`src/rtl/rv32_lsu.sv`:
```
// rv32_lsu -- load/store unit between the RV32I MEM stage and a word-organised
// data memory with byte enables and a req/gnt + rvalid handshake.
//
// One core request (LB/LH/LW/LBU/LHU/SB/SH/SW) becomes one word-granular
// memory transaction. Misaligned or illegal-funct3 accesses complete with
// io_err and generate no memory traffic. io_busy stalls the core while the
// access is in flight.
//
// Ports:
//   clock, reset                asynchronous active-high reset
//   io_req_valid/we/funct3/addr/wdata   core request (sampled only in IDLE)
//   io_busy                     high in every state except IDLE
//   io_done, io_err             one-cycle completion pulse; err valid with done
//   io_rdata                    extended load result, held until next load
//   io_mem_req/we/addr/be/wdata memory request, held until io_mem_gnt
//   io_mem_gnt                  memory accepts the request this cycle
//   io_mem_rvalid/rdata         read response (loads only)
module rv32_lsu #(
  parameter int DMEM_AW    = 10,
  parameter int DATA_WIDTH = 32
) (
  input  logic                  clock,
  input  logic                  reset,
  input  logic                  io_req_valid,
  input  logic                  io_req_we,
  input  logic [2:0]            io_req_funct3,
  input  logic [31:0]           io_req_addr,
  input  logic [DATA_WIDTH-1:0] io_req_wdata,
  output logic                  io_busy,
  output logic                  io_done,
  output logic                  io_err,
  output logic [DATA_WIDTH-1:0] io_rdata,
  output logic                  io_mem_req,
  output logic                  io_mem_we,
  output logic [DMEM_AW-1:0]    io_mem_addr,
  output logic [3:0]            io_mem_be,
  output logic [DATA_WIDTH-1:0] io_mem_wdata,
  input  logic                  io_mem_gnt,
  input  logic                  io_mem_rvalid,
  input  logic [DATA_WIDTH-1:0] io_mem_rdata
);

  typedef enum logic [1:0] {IDLE, REQ, RESP, DONE} state_t;

  state_t                  state_reg, state_next;
  logic [2:0]              funct3_reg;
  logic [1:0]              offset_reg;
  logic                    we_reg;
  logic                    err_reg;
  logic [DMEM_AW-1:0]      mem_addr_reg;
  logic [3:0]              be_reg;
  logic [DATA_WIDTH-1:0]   wdata_reg;
  logic [DATA_WIDTH-1:0]   rdata_reg;

  logic                    legal;
  logic                    accept;
  logic [3:0]              be_calc;
  logic [DATA_WIDTH-1:0]   wdata_calc;
  logic [DATA_WIDTH-1:0]   shifted;
  logic [DATA_WIDTH-1:0]   load_ext;

  // Address bits above the memory word index are intentionally ignored.
  logic unused_addr_bits;
  assign unused_addr_bits = ^io_req_addr[31:DMEM_AW+2];

  // Legality: size must be a real RV32I load/store encoding and naturally
  // aligned; stores have no unsigned variants.
  always_comb begin
    legal = 1'b0;
    case (io_req_funct3)
      3'b000, 3'b100: legal = 1'b1;
      3'b001, 3'b101: legal = ~io_req_addr[0];
      3'b010:         legal = (io_req_addr[1:0] == 2'b00);
      default:        legal = 1'b0;
    endcase
    if (io_req_we && io_req_funct3[2]) legal = 1'b0;
  end

  // Byte-lane steering for the outgoing request.
  always_comb begin
    be_calc    = 4'b1111;
    wdata_calc = io_req_wdata;
    case (io_req_funct3[1:0])
      2'b00: begin
        be_calc    = 4'b0001 << io_req_addr[1:0];
        wdata_calc = {4{io_req_wdata[7:0]}};
      end
      2'b01: begin
        be_calc    = 4'b0011 << io_req_addr[1:0];
        wdata_calc = {2{io_req_wdata[15:0]}};
      end
      default: begin
        be_calc    = 4'b1111;
        wdata_calc = io_req_wdata;
      end
    endcase
  end

  // Load extraction: bring the addressed lane down to bit 0, then extend.
  always_comb begin
    shifted  = io_mem_rdata >> {offset_reg, 3'b000};
    load_ext = shifted;
    case (funct3_reg)
      3'b000:  load_ext = {{24{shifted[7]}}, shifted[7:0]};
      3'b100:  load_ext = {24'h0, shifted[7:0]};
      3'b001:  load_ext = {{16{shifted[15]}}, shifted[15:0]};
      3'b101:  load_ext = {16'h0, shifted[15:0]};
      default: load_ext = shifted;
    endcase
  end

  assign accept = (state_reg == IDLE) && io_req_valid;

  // Next-state logic.
  always_comb begin
    state_next = state_reg;
    case (state_reg)
      IDLE: if (io_req_valid) state_next = legal ? REQ : DONE;
      REQ:  if (io_mem_gnt)   state_next = we_reg ? DONE : RESP;
      RESP: if (io_mem_rvalid) state_next = DONE;
      DONE: state_next = IDLE;
      default: state_next = IDLE;
    endcase
  end

  always_ff @(posedge clock or posedge reset) begin
    if (reset) begin
      state_reg    <= IDLE;
      funct3_reg   <= 3'b000;
      offset_reg   <= 2'b00;
      we_reg       <= 1'b0;
      err_reg      <= 1'b0;
      mem_addr_reg <= '0;
      be_reg       <= 4'b0000;
      wdata_reg    <= '0;
      rdata_reg    <= '0;
    end else begin
      state_reg <= state_next;
      if (accept) begin
        funct3_reg   <= io_req_funct3;
        offset_reg   <= io_req_addr[1:0];
        we_reg       <= io_req_we;
        err_reg      <= ~legal;
        mem_addr_reg <= io_req_addr[DMEM_AW+1:2];
        be_reg       <= be_calc;
        wdata_reg    <= wdata_calc;
      end
      if (state_reg == RESP && io_mem_rvalid) begin
        rdata_reg <= load_ext;
      end
    end
  end

  // Request/status outputs decode straight from the state register so that
  // an asynchronous reset drops them in the same instant.
  assign io_busy      = (state_reg != IDLE);
  assign io_done      = (state_reg == DONE);
  assign io_err       = (state_reg == DONE) && err_reg;
  assign io_rdata     = rdata_reg;
  assign io_mem_req   = (state_reg == REQ);
  assign io_mem_we    = (state_reg == REQ) && we_reg;
  assign io_mem_addr  = mem_addr_reg;
  assign io_mem_be    = be_reg;
  assign io_mem_wdata = wdata_reg;

endmodule

```
`config.mk`:
```
export PLATFORM = sky130hd
export DESIGN_NAME = rv32_lsu
export DESIGN_NICKNAME = d
export VERILOG_FILES = /design/src/rtl/rv32_lsu.sv
export SDC_FILE = /design/constraint.sdc
export NUM_CORES = 1
export LEC_CHECK = 0
export BUFFER_PORTS_ARGS = -buffer_cell sky130_fd_sc_hd__buf_2
export CORE_MARGIN = 3
export CORE_UTILIZATION = 28
export DETAILED_ROUTE_END_ITERATION = 16
export GPL_TIMING_DRIVEN = 0
export PLACE_DENSITY = 0.61
export REMOVE_ABC_BUFFERS = 1
export SYNTH_ARGS = -nofsm -noshare
export SYNTH_HDL_FRONTEND = slang
export SYNTH_SLANG_ARGS = --single-unit
export TNS_END_PERCENT = 5
```
`constraint.sdc`:
```
create_clock -name clock -period 8.64 [get_ports clock]
set_input_delay 2.592 -clock clock [delete_from_list [all_inputs] [get_ports clock]]
set_output_delay 2.592 -clock clock [all_outputs]
set_load 0.01 [all_outputs]
```
Word-level counts from Yosys, hierarchy flattened
Cells that the tools add are included.

Register bits after elaboration: 87. Bits in latches: 0. Memory bits (writable): 0. Memory bits (read-only): 0. Bits of input ports: 105. Output and inout port bits: 83. Word-level logic and storage cells: 53. Memories: 0.

$add $sub $neg: 0. $mul: 0. Divide/modulo/power cells: 0. $lt $le $gt $ge: 0. Equality and inequality tests: 14. Shift operators: 3. Multiplexer cells: 11. Bitwise operators: 2. Reductions and logical operators: 14.

Operators by type and width (number): $pmux 32 s4 (1); $pmux 32 s2 (1); $shr 32x5->32 (1); $eq 3x3->1 const B (4); $mux 2 (4); $pmux 2 s4 (1); $pmux 4 s2 (1); $eq 3x1->1 const B (2); $logic_not 2->1 (3); $logic_not 3->1 (2); $logic_and 1x1->1 (5); $eq 2x1->1 const B (2); $eq 2x2->1 const B (2); $ne 2x2->1 const B (2); $reduce_or 2->1 (2); $shl 1x2->4 const A (1); $shl 2x2->4 const A (1); $eq 3x2->1 const B (1); $pmux 1 s3 (1); $reduce_and 3->1 (1); $mux 1 (2); $ne 2x1->1 const B (1); $not 1->1 (2); $reduce_bool 2->1 (1).

Longest topological paths before layout
Word-level depth: 7. Gate-level depth with buffers: 7.

Worst setup path before layout
Ideal clock, no wire load.

Path kind: input to register. From: input io_mem_rdata[23]. To: register rdata_reg[9], in the netlist io_rdata[9]. Library setup time: 0.121 ns. Data arrival time: 3.544 ns. Slack: 4.975 ns. Stages: 4. Buffers on the path: 0. Cells stage by stage: mux4_1 > nand2b_1 > a21oi_1 > a22o_1.

Cells in the longest elaborated chain, start to end: 2.

Ends and longest elaborated chain: from (decl) (RTL line 40) `input logic [DATA_WIDTH-1:0] io_mem_rdata`; $shr 32x5->32 (RTL line 101) `shifted = io_mem_rdata >> {offset_reg, 3'b000};`; $pmux 32 s4 (RTL line 103) `case (funct3_reg)`; to (signal assigned) (RTL line 149) `rdata_reg <= load_ext;`; to (decl) (RTL line 53) `logic [DATA_WIDTH-1:0] rdata_reg;`.

No other way between the ends. A chain may end at the register's enable or synchronous reset.

Worst setup path in the final report
From: register state_reg[1]. To: output io_mem_we.

Cells in the longest elaborated chain, start to end: 2.

Ends and longest elaborated chain: from (decl) (RTL line 45) `state_t state_reg, state_next;`; from (signal assigned) (RTL line 138) `state_reg <= state_next;`; $eq 2x1->1 (RTL line 161) `assign io_mem_we = (state_reg == REQ) && we_reg;`; $logic_and 1x1->1 (RTL line 161); to (decl) (RTL line 34) `output logic io_mem_we,`.

No other way between the ends.

==> results.yml <==
outcome:
  outcome: "finished clean"
placement:
  dp_hpwl_um: 8870
  portBuffers: 167
  dpl.cell_count: 727
  gp_congestion: 0.823
detailed_routing:
  avgRoutedWirePerCell_um: 16.5
  drtPass1Iterations: 4
  detail-route-antenna-nets: 0
  vias: 3632
  drt-total-wl_um: 12300
  viasPerCell: 4.89
  drc_errors: 0
  drtIter0Drc: 129
worst_setup_path:
  crit_family: "flip-flops"
  start_kind: "flip-flop"
  critical_path_class: "flip-flop to primary output"
  rrSetupSlack_ns: 6.09
  r2r-start: "offset_reg[1]$_DFFE_PP0P_"
  cp.depth: 4
  cp_max_fo: 5
  cp_num_buf_inv: 2
  cp.arrival_ns: 1.39
  cp_cell_sequence: "inv_1 -> ha_1 -> and2_1 -> buf_2"
  r2r_cells: 4
  critical_path_required_ns: 6.05
  slowest_stage: "dfrtp_1"
  critPathCaptureType: "primary output"
  reg2reg_to: "io_rdata[9]$_DFFE_PP0P_"
  worst_path_largest_cell_delay_ns: 0.43
floorplan:
  dieArea_um2: 16800
  num_rows: 44
  io_pins: 188
  initial_core_util_pct: 29.0
  die_w_um: 129
  core_um2: 14700
  die_h_um: 129
logic_synthesis:
  synth-warning-count: 0
  ys.flop_type: "dfrtp_1"
  synth-seq-cells: 87
  ys_seq_area_share_pct: 51.0
  synth_area_um2: 4270
  netlist-cell-type-count: 35
  synthTopCellsByCount: "dfrtp_1 (87), nand2_1 (44), mux2i_1 (40), o21ai_0 (40), a21oi_1 (32)"
  syn_inst: 399
  synth.largest_area_cell: "dfrtp_1"
  avgSynthCellArea_um2: 10.7
  async_reset_ff_share_pct: 100
  yosysTopAreaCellShare_pct: 51.0
  synth_edf_count: 0
  yosys-top-cells-area: "dfrtp_1 (51%), mux2i_1 (9.4%), mux2_2 (8.2%)"
  yosysMostFrequentCell: "dfrtp_1"
sta:
  layout_worst_path_cycle_share_pct: 46.0
  slew_headroom_pct: 14.3
  holdWs_ns: 0.477
  worstMarginPinSlew_ns: 1.29
  final_hold_viol_count: 0
  drv_slew: 0
  fin_crit_ns: 3.98
  fin_tns_setup_ns: 0
  rsz0062_at_grt: "no"
  max_freq_mhz: 251
  clock_skew_ns: 0.00822
  setup_violations: 0
power_and_ir_drop:
  p_leak_nw: 2.69
  ir_drop_v: 0.000121
  power_density_nw_per_um2: 362
grt:
  first_global_vias: 3759
  grt_pass1_wl_um: 19700
  antenna_found_initial: 1
  grtUsageTotal_pct: 15.1
  grt.overflow.total: 0
  grt_max_degree: 60
clock_tree:
  cts-buffers-inserted: 9
  insertion_delay_ns: 0.34
  hold_buffers: 0
  cts_setup_buffers: 0
  cts.sinks: 87
  path_clk_slew_ns: 0.06
  htree_levels: 3
  cts_resized: 0
  clockBufferDepth: 2
  clock-root-buffer: "clkbuf_16"
  tritoncts: "built"
layout:
  n_antenna_cell: 0
  layout-drive-gt1-share_pct: 40.4
  finalNonFillerCells: 743
  final_nets: 664
  area_growth_pct: 30.3
run:
  maxCapViolations: 0
min_path:
  hold_end: "io_mem_wdata[17]$_DFFE_PP0P_"
  hold_path.class: "flip-flop to flip-flop"
  min_from: "io_mem_wdata[17]$_DFFE_PP0P_"
  hold_depth: 2
-- where the power goes --
part           leakage, nW  switching [W]  internal [W]
Clock                0.135       0.000170      0.000204
Combinational         1.51       0.000457      0.000405
Sequential            1.04       0.000167      0.000610
Total                 2.69       0.000793       0.00122
-- layout by cell type (no fill, tap or decap), drive strengths merged, types with 5 or more instances in the layout --
| cell type | count |
|---|---|
| a211oi | 7 |
| a21oi | 32 |
| a22o | 7 |
| buf | 169 |
| clkbuf | 10 |
| dfrtp | 87 |
| ha | 5 |
| inv | 8 |
| mux2 | 31 |
| mux2i | 40 |
| nand2 | 44 |
| nor2 | 32 |
| nor2b | 9 |
| o21ai | 41 |
| o22a | 8 |
-- worst max path at each step --
| stage | startpoint | end |
|---|---|---|
| final | state_reg[1]$_DFFE_PP0P_ | io_mem_we |
| after global routing | io_mem_rvalid | io_rdata[23]$_DFFE_PP0P_ |
| after CTS | io_mem_rvalid | io_rdata[22]$_DFFE_PP0P_ |
| after detailed placement | io_mem_rvalid | io_rdata[23]$_DFFE_PP0P_ |
| after global placement | reset | io_rdata[3]$_DFFE_PP0P_ |
| after floorplan | reset | err_reg$_DFFE_PP0P_ |
-- worst min-delay path: stages (launching register included) --
cell	delay, ns
dfrtp_1	0.34
nand2_1	0.04
o21ai_0	0.06
-- through the flow --
stage / setup WS (ns) / cell area, um2 / power, W / util, %
floorplan: 3.80 / 4150 / 0.00128 / -
global placement: 2.66 / 5220 / 0.00163 / 35.5
detailed placement: 4.27 / 5270 / 0.00166 / 35.9
CTS: 4.65 / 5560 / 0.00205 / 37.8
global route: 4.51 / 5560 / 0.00218 / 37.8
finish: 4.66 / 5560 / 0.00201 / 37.8
-- final cells by class --
cell class	instances	area, um2
clock buffer	10	239
tap	184	230
clock inverter	6	46.3
sequential	87	2180
inverter	8	32.5
timing repair buffer	169	883
fill	1466	9140
multi-input combinational	279	1950
-- kinds of logic (layout without fill, tap and decap cells) --
family,after synthesis,count (layout),synth area share [%]
buf+inv,33,193,3.37
flops,87,87,51.0
fa+ha+maj,5,5,1.47
simple gates,95,95,9.56
compound gates,106,106,15.9
mux,73,73,18.7
-- per-layer routing --
metal  vias to the layer above  global-route usage [%]  routed length [um]
li1                       1716                       -                   -
met1                      1740                    18.4                5230
met2                       160                    25.2                5710
met3                        14                    4.29                1110
met4                         2                    6.11                 210
met5                         -                       0                   8
No activity file was read; power rests on OpenSTA's default activity.
